$ cat config.mk
export PLATFORM = sky130hd
export DESIGN_NAME = controle_troco
export DESIGN_NICKNAME = d
export VERILOG_FILES = /design/src/rtl/controle_troco.sv
export SDC_FILE = /design/constraint.sdc
export NUM_CORES = 1
export LEC_CHECK = 0
export ABC_AREA = 1
export BUFFER_PORTS_ARGS = -buffer_cell sky130_fd_sc_hd__buf_2
export CORE_MARGIN = 3
export CORE_UTILIZATION = 57
export CTS_CLUSTER_SIZE = 25
export DETAILED_ROUTE_END_ITERATION = 10
export PLACE_DENSITY_LB_ADDON = 0.2
export RECOVER_POWER = 100
export REMOVE_ABC_BUFFERS = 1
export SLEW_MARGIN = 25
export SYNTH_ARGS = -nofsm -noshare
export SYNTH_HDL_FRONTEND = slang
export SYNTH_SLANG_ARGS = --single-unit
$ cat constraint.sdc
create_clock -name clock -period 2.07 [get_ports clock]
set_input_delay 0.1035 -clock clock [delete_from_list [all_inputs] [get_ports clock]]
set_output_delay 0.1035 -clock clock [all_outputs]
set_load 0.02 [all_outputs]
$ cat src/rtl/controle_troco.sv
// Change-dispensing controller for a vending machine: checks credit, releases the product and
// ejects change coin by coin. Optional macro TROCO_ESTOQUE_EN enables per-denomination coin stock.
module controle_troco #(
   parameter int LARG        = 8,
   parameter int TIMEOUT_ACK = 255,
   parameter int ESTOQUE_INI = 8
) (
   input  logic            clock,
   input  logic            reset,
   input  logic            inicio,
   input  logic [LARG-1:0] credito,
   input  logic [LARG-1:0] preco,
   input  logic            moeda_ack,
   input  logic            recarga,
   input  logic [1:0]      recarga_tipo,
   output logic            ocupado,
   output logic            produto_lib,
   output logic            moeda_req,
   output logic [1:0]      moeda_tipo,
   output logic [LARG-1:0] troco_rest,
   output logic            concluido,
   output logic            insuficiente,
   output logic            erro_troco
);

   localparam int CW = (TIMEOUT_ACK < 2) ? 1 : $clog2(TIMEOUT_ACK + 1);

   typedef enum logic [2:0] {
      OCIOSO, VERIFICA, LIBERA, SELECIONA, PEDE, FIM, ERRO
   } estado_t;

   estado_t         st;
   logic [LARG-1:0] cred_r, prec_r;
   logic [CW-1:0]   cnt;
   logic [3:0]      disp;
   logic            sel_ok;
   logic [1:0]      sel_tipo;

   // Coin value in 5-cent units, indexed by moeda_tipo encoding.
   function automatic logic [LARG-1:0] valor(input logic [1:0] t);
      case (t)
         2'd0:    valor = LARG'(20);
         2'd1:    valor = LARG'(10);
         2'd2:    valor = LARG'(5);
         default: valor = LARG'(1);
      endcase
   endfunction

`ifdef TROCO_ESTOQUE_EN
   logic [3:0][7:0] estoque;

   for (genvar g = 0; g < 4; g++) begin : g_estoque
      logic inc, dec;
      assign inc     = recarga && (recarga_tipo == 2'(g));
      assign dec     = (st == PEDE) && moeda_ack && (moeda_tipo == 2'(g));
      assign disp[g] = (estoque[g] != 8'd0);

      // Refill and dispense on the same counter in one cycle cancel out.
      always_ff @(posedge clock) begin
         if (reset)
            estoque[g] <= 8'(ESTOQUE_INI);
         else if (inc && !dec && estoque[g] != 8'hFF)
            estoque[g] <= estoque[g] + 8'd1;
         else if (dec && !inc && estoque[g] != 8'd0)
            estoque[g] <= estoque[g] - 8'd1;
      end
   end
`else
   logic unused_recarga;
   assign unused_recarga = ^{recarga, recarga_tipo};
   assign disp           = 4'hF;
`endif

   // Scan small to large so the largest qualifying coin wins.
   always_comb begin
      sel_ok   = 1'b0;
      sel_tipo = 2'd0;
      for (int i = 3; i >= 0; i--) begin
         if (valor(2'(i)) <= troco_rest && disp[i]) begin
            sel_ok   = 1'b1;
            sel_tipo = 2'(i);
         end
      end
   end

   always_ff @(posedge clock) begin
      if (reset) begin
         st         <= OCIOSO;
         cred_r     <= '0;
         prec_r     <= '0;
         troco_rest <= '0;
         moeda_tipo <= 2'd0;
         cnt        <= '0;
      end else begin
         case (st)
            OCIOSO: if (inicio) begin
               cred_r     <= credito;
               prec_r     <= preco;
               troco_rest <= '0;
               st         <= VERIFICA;
            end
            VERIFICA: if (cred_r < prec_r)
               st <= OCIOSO;
            else begin
               troco_rest <= cred_r - prec_r;
               st         <= LIBERA;
            end
            LIBERA: st <= SELECIONA;
            SELECIONA: if (troco_rest == '0)
               st <= FIM;
            else if (sel_ok) begin
               moeda_tipo <= sel_tipo;
               cnt        <= '0;
               st         <= PEDE;
            end else
               st <= ERRO;
            PEDE: if (moeda_ack) begin
               troco_rest <= troco_rest - valor(moeda_tipo);
               st         <= SELECIONA;
            end else if (cnt == CW'(TIMEOUT_ACK - 1))
               st <= ERRO;
            else
               cnt <= cnt + 1'b1;
            FIM:     st <= OCIOSO;
            ERRO:    st <= OCIOSO;
            default: st <= OCIOSO;
         endcase
      end
   end

   assign ocupado      = (st != OCIOSO);
   assign produto_lib  = (st == LIBERA);
   assign moeda_req    = (st == PEDE);
   assign concluido    = (st == FIM);
   assign erro_troco   = (st == ERRO);
   assign insuficiente = (st == VERIFICA) && (cred_r < prec_r);

endmodule

---- Yosys cells after proc, flatten, opt, wreduce, memory -nomap -nowiden ----
Cells that the tools add are included.
word-level totals
  flip-flop bits (word level) ............. 37
  latch bits .............................. 0
  RAM bits ................................ 0
  memory bits (read-only) ................. 0
  bits of input ports ..................... 23
  output and inout port bits .............. 16
  logic and storage cells ................. 72
  memories kept ........................... 0
operators by class
  add/sub/neg operators ................... 3
  multiply operators ...................... 0
  divide/modulo/power cells ............... 0
  $lt $le $gt $ge ......................... 5
  equal/unequal tests ..................... 17
  shifts and indexed selects .............. 0
  muxes and demuxes ....................... 28
  bitwise logic cells ..................... 1
  reduce and logical (&&, ||, !) cells .... 12
operators with widths
  operator             count
  $mux 8               10
  $pmux 8 s3           1
  $pmux 8 s2           1
  $sub 8x8->8          2
  $pmux 3 s5           1
  $pmux 5 s3           1
  $mux 2               7
  $ne 2x2->1 const B   7
  $eq 3x3->1 const B   3
  $mux 3               3
  $add 8x1->8 const B  1
  $eq 8x8->1 const B   1
  $le 1x8->1 const A   1
  $le 3x8->1 const A   1
  $le 4x8->1 const A   1
  $le 5x8->1 const A   1
  $logic_not 8->1      1
  $lt 8x8->1           1
  $eq 3x2->1 const B   2
  $reduce_bool 3->1    2
  $reduce_and 5->1     1
  $mux 1               4
  $reduce_and 2->1     2
  $reduce_and 4->1     1
  other kinds (10)     10

---- Longest topological paths before layout ----
Gate-level depths: netlist of the first run.
  depth after elaboration ................. 8
  depth in mapped cells ................... 13
  depth with buffers taken out ............ 13

---- Worst setup path before layout of the first run ----
No wires, ideal clock.
  kind .................................... register to register
  start point ............................. reg moeda_tipo[0]
  end point ............................... reg troco_rest[7]
  library setup time ...................... 109 ps
  arrival ................................. 1616 ps
  required time ........................... 1961 ps
  setup slack ............................. 345 ps
  cell stages (with the launch flop) ...... 10
  path buffers ............................ 0
  period minus slack after synthesis ...... 1725 ps
  cells stage by stage .................... dfxtp_1 > or2_2 > ha_1 > a21o_1 > nor2_1 > nand3_1 > nand3_1 > nand3_1 > nand2_1 > inv_1
on the way
  word-level cells in the longest chain between the ends .. 8
  elaborated cells on any way between the ends .. 10
  those cells by class .................... add/sub: 1; eq/ne: 2; mux: 6; reduce/logical: 1
ends and longest elaborated chain
  element                                   line  RTL
  start: declaration                        19    output logic [1:0] moeda_tipo,
  start signal: assignment                  112   moeda_tipo <= sel_tipo;
  $eq 2x2->1, or another cell as far along  41    case (t)
  $pmux 5 s3 (*)                            41
  $mux 8 (*)                                117   PEDE: if (moeda_ack) begin
  $mux 8 (*)                                95    case (st)
  $mux 8 (*)                                87    if (reset) begin
  $sub 8x8->8 (*)                           118   troco_rest <= troco_rest - valor(moeda_tipo);
  $mux 8 (*)                                117
  $pmux 8 s3 (*)                            95
  end signal: assignment                    105   troco_rest <= cred_r - prec_r;
  end signal: assignment                    118
  end: declaration                          20    output logic [LARG-1:0] troco_rest,
Mark *: on every way between the ends. The rest lies on a longest branch, timed or not. The select of a mux whose other input is x is not followed.
A chain may end at the register's enable or synchronous reset.

---- Worst setup path in the final report of the first run ----
  start point ............................. reg cred_r[0]
  end point ............................... out insuficiente
on the way
  word-level cells in the longest chain between the ends .. 2
ends and longest elaborated chain
  element                   line  RTL
  start: declaration        33    logic [LARG-1:0] cred_r, prec_r;
  start signal: assignment  97    cred_r <= credito;
  $lt 8x8->1                136   assign insuficiente = (st == VERIFICA) && (cred_r < prec_r);
  $logic_and 1x1->1         136
  end: declaration          22    output logic insuficiente,
Every way passes these cells.

==> flow_metrics.tcl, run 1 <==
set metrics [dict create \
    cts_root_buffer "clkbuf_8" \
    gr-usage-met3_pct 3.86 \
    ys_top_cells_by_area "dfxtp_1, nand2_1, inv_1" \
    htreeDepth 2 \
    dp_hpwl_um 4430 \
    die_w_um 72.7 \
    hold_path.class "in2reg" \
    clkSinkCount 37 \
    overflow 0 \
    grt_max_degree 33 \
    fin_setup_tns_ps 0 \
    gp_congestion 0.905 \
    cts_tree "built" \
    drtAntennaViolNets 0 \
    path_clk_slew_ps 80 \
    ys_ff_latch 37 \
    ctsHoldBuffers 0 \
    synth-async-reset-ratio_pct 0 \
    diodes 0 \
    fillers 390 \
    period_share_pct 92.5 \
    setup_viol 0 \
    cts_setup_buffers 0 \
    vias 2546 \
    ys_seq_area_share_pct 29.2 \
    grtUsageMet1_pct 29.3 \
    endpoint_kind "primary output" \
    wl_per_cell_um 12.1 \
    arrival_ps 1810 \
    clock_skew_ps 8.61 \
    hold_violations 0 \
    die_area_um2 5280 \
    grt_pass1_vias 2330 \
    path_max_fanout 3 \
    yosysMostFrequentCell "nand2_1" \
    crit_required_ps 1970 \
    worst_slew_pin_slew_ps 638 \
    synth_ff_type "dfxtp_1" \
    finalCriticalPeriod_ps 1920 \
    via_per_inst 5.29 \
    yosysTopAreaCell "dfxtp_1" \
    synthTopCellsByCount "nand2_1, inv_1, nor2_1, dfxtp_1, a21oi_1" \
    core_area_um2 4140 \
    rsz0062_at_grt "false" \
    syn_area_um2 2530 \
    antenna_found_initial 0 \
    yosysWarnings 0 \
    worstSetupPathType "reg2out" \
    leakage_nw 1.40 \
    use_met2_pct 40.5 \
    die_h_um 72.7 \
    first_iter_violations 148 \
    cellPowerDensity_nw_per_um2 906 \
    power.total_mw 2.56 \
    fmax_mhz 522 \
    clock_path_buffers 2 \
    clk_latency_ps 300 \
    maxCapViolations 0 \
    start_util_pct 61.2 \
    slew_violations 0 \
    ys_types 33 \
    track_usage_pct 23.4 \
    synth_edf_count 0 \
    syn_to_final_growth_pct 11.6 \
    drc_errors 0 \
    netlist_instances 394 \
    drt_first_pass_iters 7 \
    grt_pass1_wl_um 9890 \
    cts_buffers 5 \
    yosysTopAreaCellShare_pct 29.2 \
    io_buffers 35 \
    setup.worst_path.start_class "flip-flop" \
    ios 39 \
    grt_busiest_layer "met2" \
    drive_above_1_share_pct 11.8 \
    wl_um 5840 \
    relSlewSlack_pct 57.4 \
    peakVddDrop_mv 0.592 \
    fin_nets 470 \
    syn_area_per_cell_um2 6.43 \
    status "completed" \
    num_rows 23 \
]
sequential cells by signal, indices dropped and copies added, names as in the netlist:
register    cells
prec_r          8
st              3
troco_rest      8
moeda_tipo      2
cnt             8
cred_r          8
where the power goes:
part	switching, mW	total (mW)	internal, mW	leakage [nW]
Combinational	0.619	0.944	0.326	1.03
Clock	0.269	0.748	0.479	0.0681
Sequential	0.0772	0.870	0.793	0.304
final cells by class:
cell class                 count  area, um2  share of cell area, %
sequential                    37        741                   26.2
timing repair buffer          36        165                   5.84
clock buffer                   5       68.8                   2.43
inverter                      76        293                   10.3
clock inverter                 3       65.1                   2.30
tap                           50       62.6                   2.21
multi-input combinational    274       1430                   50.7
layer usage:
metal	vias to the layer above	wire (um)	part of all wire, %
li1	1323	-	-
met1	1129	2650	45
met2	83	2800	48
met3	11	295	5.1
met4	0	97	1.7
met5	-	0	0
path summary, 6_finish.rpt:
check                                     end       start  slack [ps]  cells past startpoint
worst max register to register  troco_rest[3]   cred_r[0]         180                     12
worst min-delay path                cred_r[4]  credito[4]          80                      3
worst min register to register      cred_r[4]   cred_r[4]         450                      2
worst max-delay path             insuficiente   cred_r[0]         150                     10
kinds of logic after synthesis:
group / share of synthesized area, %
AND/OR/NAND/NOR: 32.8
buffers and inverters: 12.7
AO/OA/AOI/OAI: 15.6
flip-flops: 29.2
adder cells (fa/ha/maj): 8.98
XOR/XNOR: 0.691
critical path, stage by stage (launching register included):
cell     delay (ps)
dfxtp_1         300
inv_1            60
ha_1            160
inv_1            70
fa_2            370
nand2_1          80
nand2_1          80
nand2_1          90
nand3_2          80
inv_1            90
buf_4           140
cells in the final DEF, fill, tap and decap left out, drive strengths merged:
master   n
a22o     1
dfxtp   37
fa       2
o221ai   1
clkbuf  20
o22ai    2
inv     76
a21o     1
nand2   94
xnor2    2
nor2    46
nor3b    1
a21oi   35
buf     21
bufinv   2
nand4    6
nand3   29
or2      1
a211oi   1
nor3     5
clkinv   1
ha      15
o21ai   32
metrics by stage:
step / hold slack (ps) / utilization (%) / std cells / cell area [um2] / setup WS [ps]
after floorplan: 166 / - / 387 / 2510 / 347
after global placement: 380 / 66.4 / 473 / 2750 / 269
after detailed placement: 393 / 66.4 / 473 / 2750 / 219
after CTS: 84.2 / 69.7 / 481 / 2890 / 53.9
after global routing: 97.8 / 68.3 / 481 / 2830 / 8.73
final: 84.8 / 68.3 / 481 / 2830 / 154
repair_timing:
| action | 4_1_cts | 5_1_grt |
|---|---|---|
| endpoints found under the hold margin | 0 | 0 |
| gates resized for setup | 0 | 2 |
| setup endpoints to repair | 0 | 1 |
Power figures use the tool's default switching activity.
==> run 2, diff against run 1 <==
- CORE_UTILIZATION: 57 -> 52
- GPL_ROUTABILITY_DRIVEN: not set -> 1
==> run 2 against run 1 <==
Sequential share of layout area decreased by 0.25 points. First-iteration DRC count increased by 19%. Combinational power increased by 0.5%. Clock power increased by 2%. Fmax decreased by 1.4%. Utilization decreased by 5.3 points. Largest power group unchanged. Die area increased by 8.8%. Clock-buffer cell count unchanged. Critical path type unchanged. Final area increased by 0.97%. Flip-flop and latch count unchanged.
==> flow_metrics.tcl, run 2 (same netlist as run 1, synthesis figures left out) <==
set metrics [dict create \
    status "completed" \
    drive_above_1_share_pct 12.1 \
    cp_slowest_cell "fa_2" \
    antenna_found_initial 0 \
    wl_per_cell_um 11.7 \
    via_per_inst 5.00 \
    grt_max_degree 33 \
    diodes 0 \
    most-common-layout-cells "nand2_1, inv_1, nor2_1, dfxtp_1, a21oi_1" \
    cts_tree "built" \
    grtUsageMet1_pct 29.4 \
    die_h_um 75.8 \
    fin_setup_tns_ps 0 \
    period_share_pct 93.8 \
    clock_skew_ps 9.06 \
    multiInputGateArea_um2 1450 \
    peakVddDrop_mv 0.588 \
    worst_slew_pin_slew_ps 596 \
    cts_buffers 5 \
    fin_area_um2 2860 \
    cts_root_buffer "clkbuf_8" \
    relSlewSlack_pct 60.2 \
    drc_errors 0 \
    hold_path.class "in2reg" \
    die_w_um 75.8 \
    worstSetupPathType "reg2out" \
    leakage_nw 1.41 \
    finalCriticalPeriod_ps 1940 \
    clkSinkCount 37 \
    arrival_ps 1840 \
    pre_cts_ws_ps 254 \
    overflow 0 \
    path_clk_slew_ps 70 \
    wl_um 5800 \
    start_util_pct 55.9 \
    grt_pass1_vias 2191 \
    die_area_um2 5750 \
    gr-usage-met3_pct 4.35 \
    io_buffers 35 \
    r2r_slack_ps 180 \
    rsz0062_at_grt "false" \
    gp_congestion 0.969 \
    slew_violations 0 \
    worst_slack_ps 128 \
    drtAntennaViolNets 0 \
    clk_latency_ps 300 \
    layout_commonest_cell "nand2_1" \
    track_usage_pct 22.3 \
    holdWs_ps 79.7 \
    maxCapViolations 0 \
    fillers 470 \
    ios 39 \
    drt_first_pass_iters 5 \
    cellPowerDensity_nw_per_um2 902 \
    regArea_um2 741 \
    cpPeakStageDelay_ps 370 \
    htreeDepth 2 \
    ctsHoldBuffers 0 \
    setup.worst_path.start_class "flip-flop" \
    grt_busiest_layer "met2" \
    setup_viol 0 \
    dp_hpwl_um 4310 \
    endpoint_kind "primary output" \
    crit_required_ps 1970 \
    use_met2_pct 35.1 \
    core_area_um2 4530 \
    grt_pass1_wl_um 9770 \
    fmax_mhz 515 \
    fin_nets 470 \
    num_rows 24 \
    cp_cell_sequence "inv_1 > ha_1 > inv_1 > fa_2 > nand2_1 > nand2_1 > nand2_1 > nand3_2 > inv_1 > buf_2" \
    first_iter_violations 176 \
    dpl_cell_area_um2 2770 \
    vias 2478 \
    syn_to_final_growth_pct 12.7 \
    hold_violations 0 \
    path_max_fanout 3 \
    clock_path_buffers 2 \
]
[run 2: stage by stage]
| step | total power [mW] | utilization (%) | instances |
|---|---|---|---|
| 2_1_floorplan | 1.60 | - | 387 |
| 3_3_place_gp | 1.81 | 61.1 | 488 |
| 3_5_place_dp | 1.84 | 61.1 | 488 |
| 4_1_cts | 2.61 | 64.1 | 496 |
| 5_1_grt | 2.77 | 63.0 | 496 |
| 6_report | 2.58 | 63.0 | 496 |
[run 2: per-layer routing]
layer  routed length (um)  share of wire (%)
met5                    0                  0
met4                  153                2.6
met3                  252                4.3
met2                 2600                 45
met1                 2800                 48
[run 2: final cells by class]
cell class | count | share of cell area (%)
multi-input combinational | 274 | 50.7
sequential | 37 | 25.9
clock inverter | 3 | 2.28
tap | 65 | 2.85
inverter | 76 | 10.2
timing repair buffer | 36 | 5.69
clock buffer | 5 | 2.41
[run 2: path summary, 6_finish.rpt]
check,from,end,cells after the start
setup reg to reg,st[0],troco_rest[4],10
hold reg to reg,cred_r[2],cred_r[2],2
setup / recovery,cred_r[0],insuficiente,10
hold / removal,credito[6],cred_r[6],3
[run 2: worst max-delay path: cells and delay by family, from the launching register on]
family | cells | cell delay, ps
buffers and inverters | 4 | 390
flip-flops | 1 | 300
adder cells (fa/ha/maj) | 2 | 510
AND/OR/NAND/NOR | 4 | 340
[run 2: power breakdown]
group          total, mW  internal (mW)  switching (mW)
Sequential         0.870          0.793          0.0765
Combinational      0.949          0.327           0.622
Clock              0.760          0.479           0.281
[run 2: repair_timing]
action,4_1_cts,5_1_grt
buffers inserted,0,0
resized for setup,0,1
setup endpoints to repair,0,1
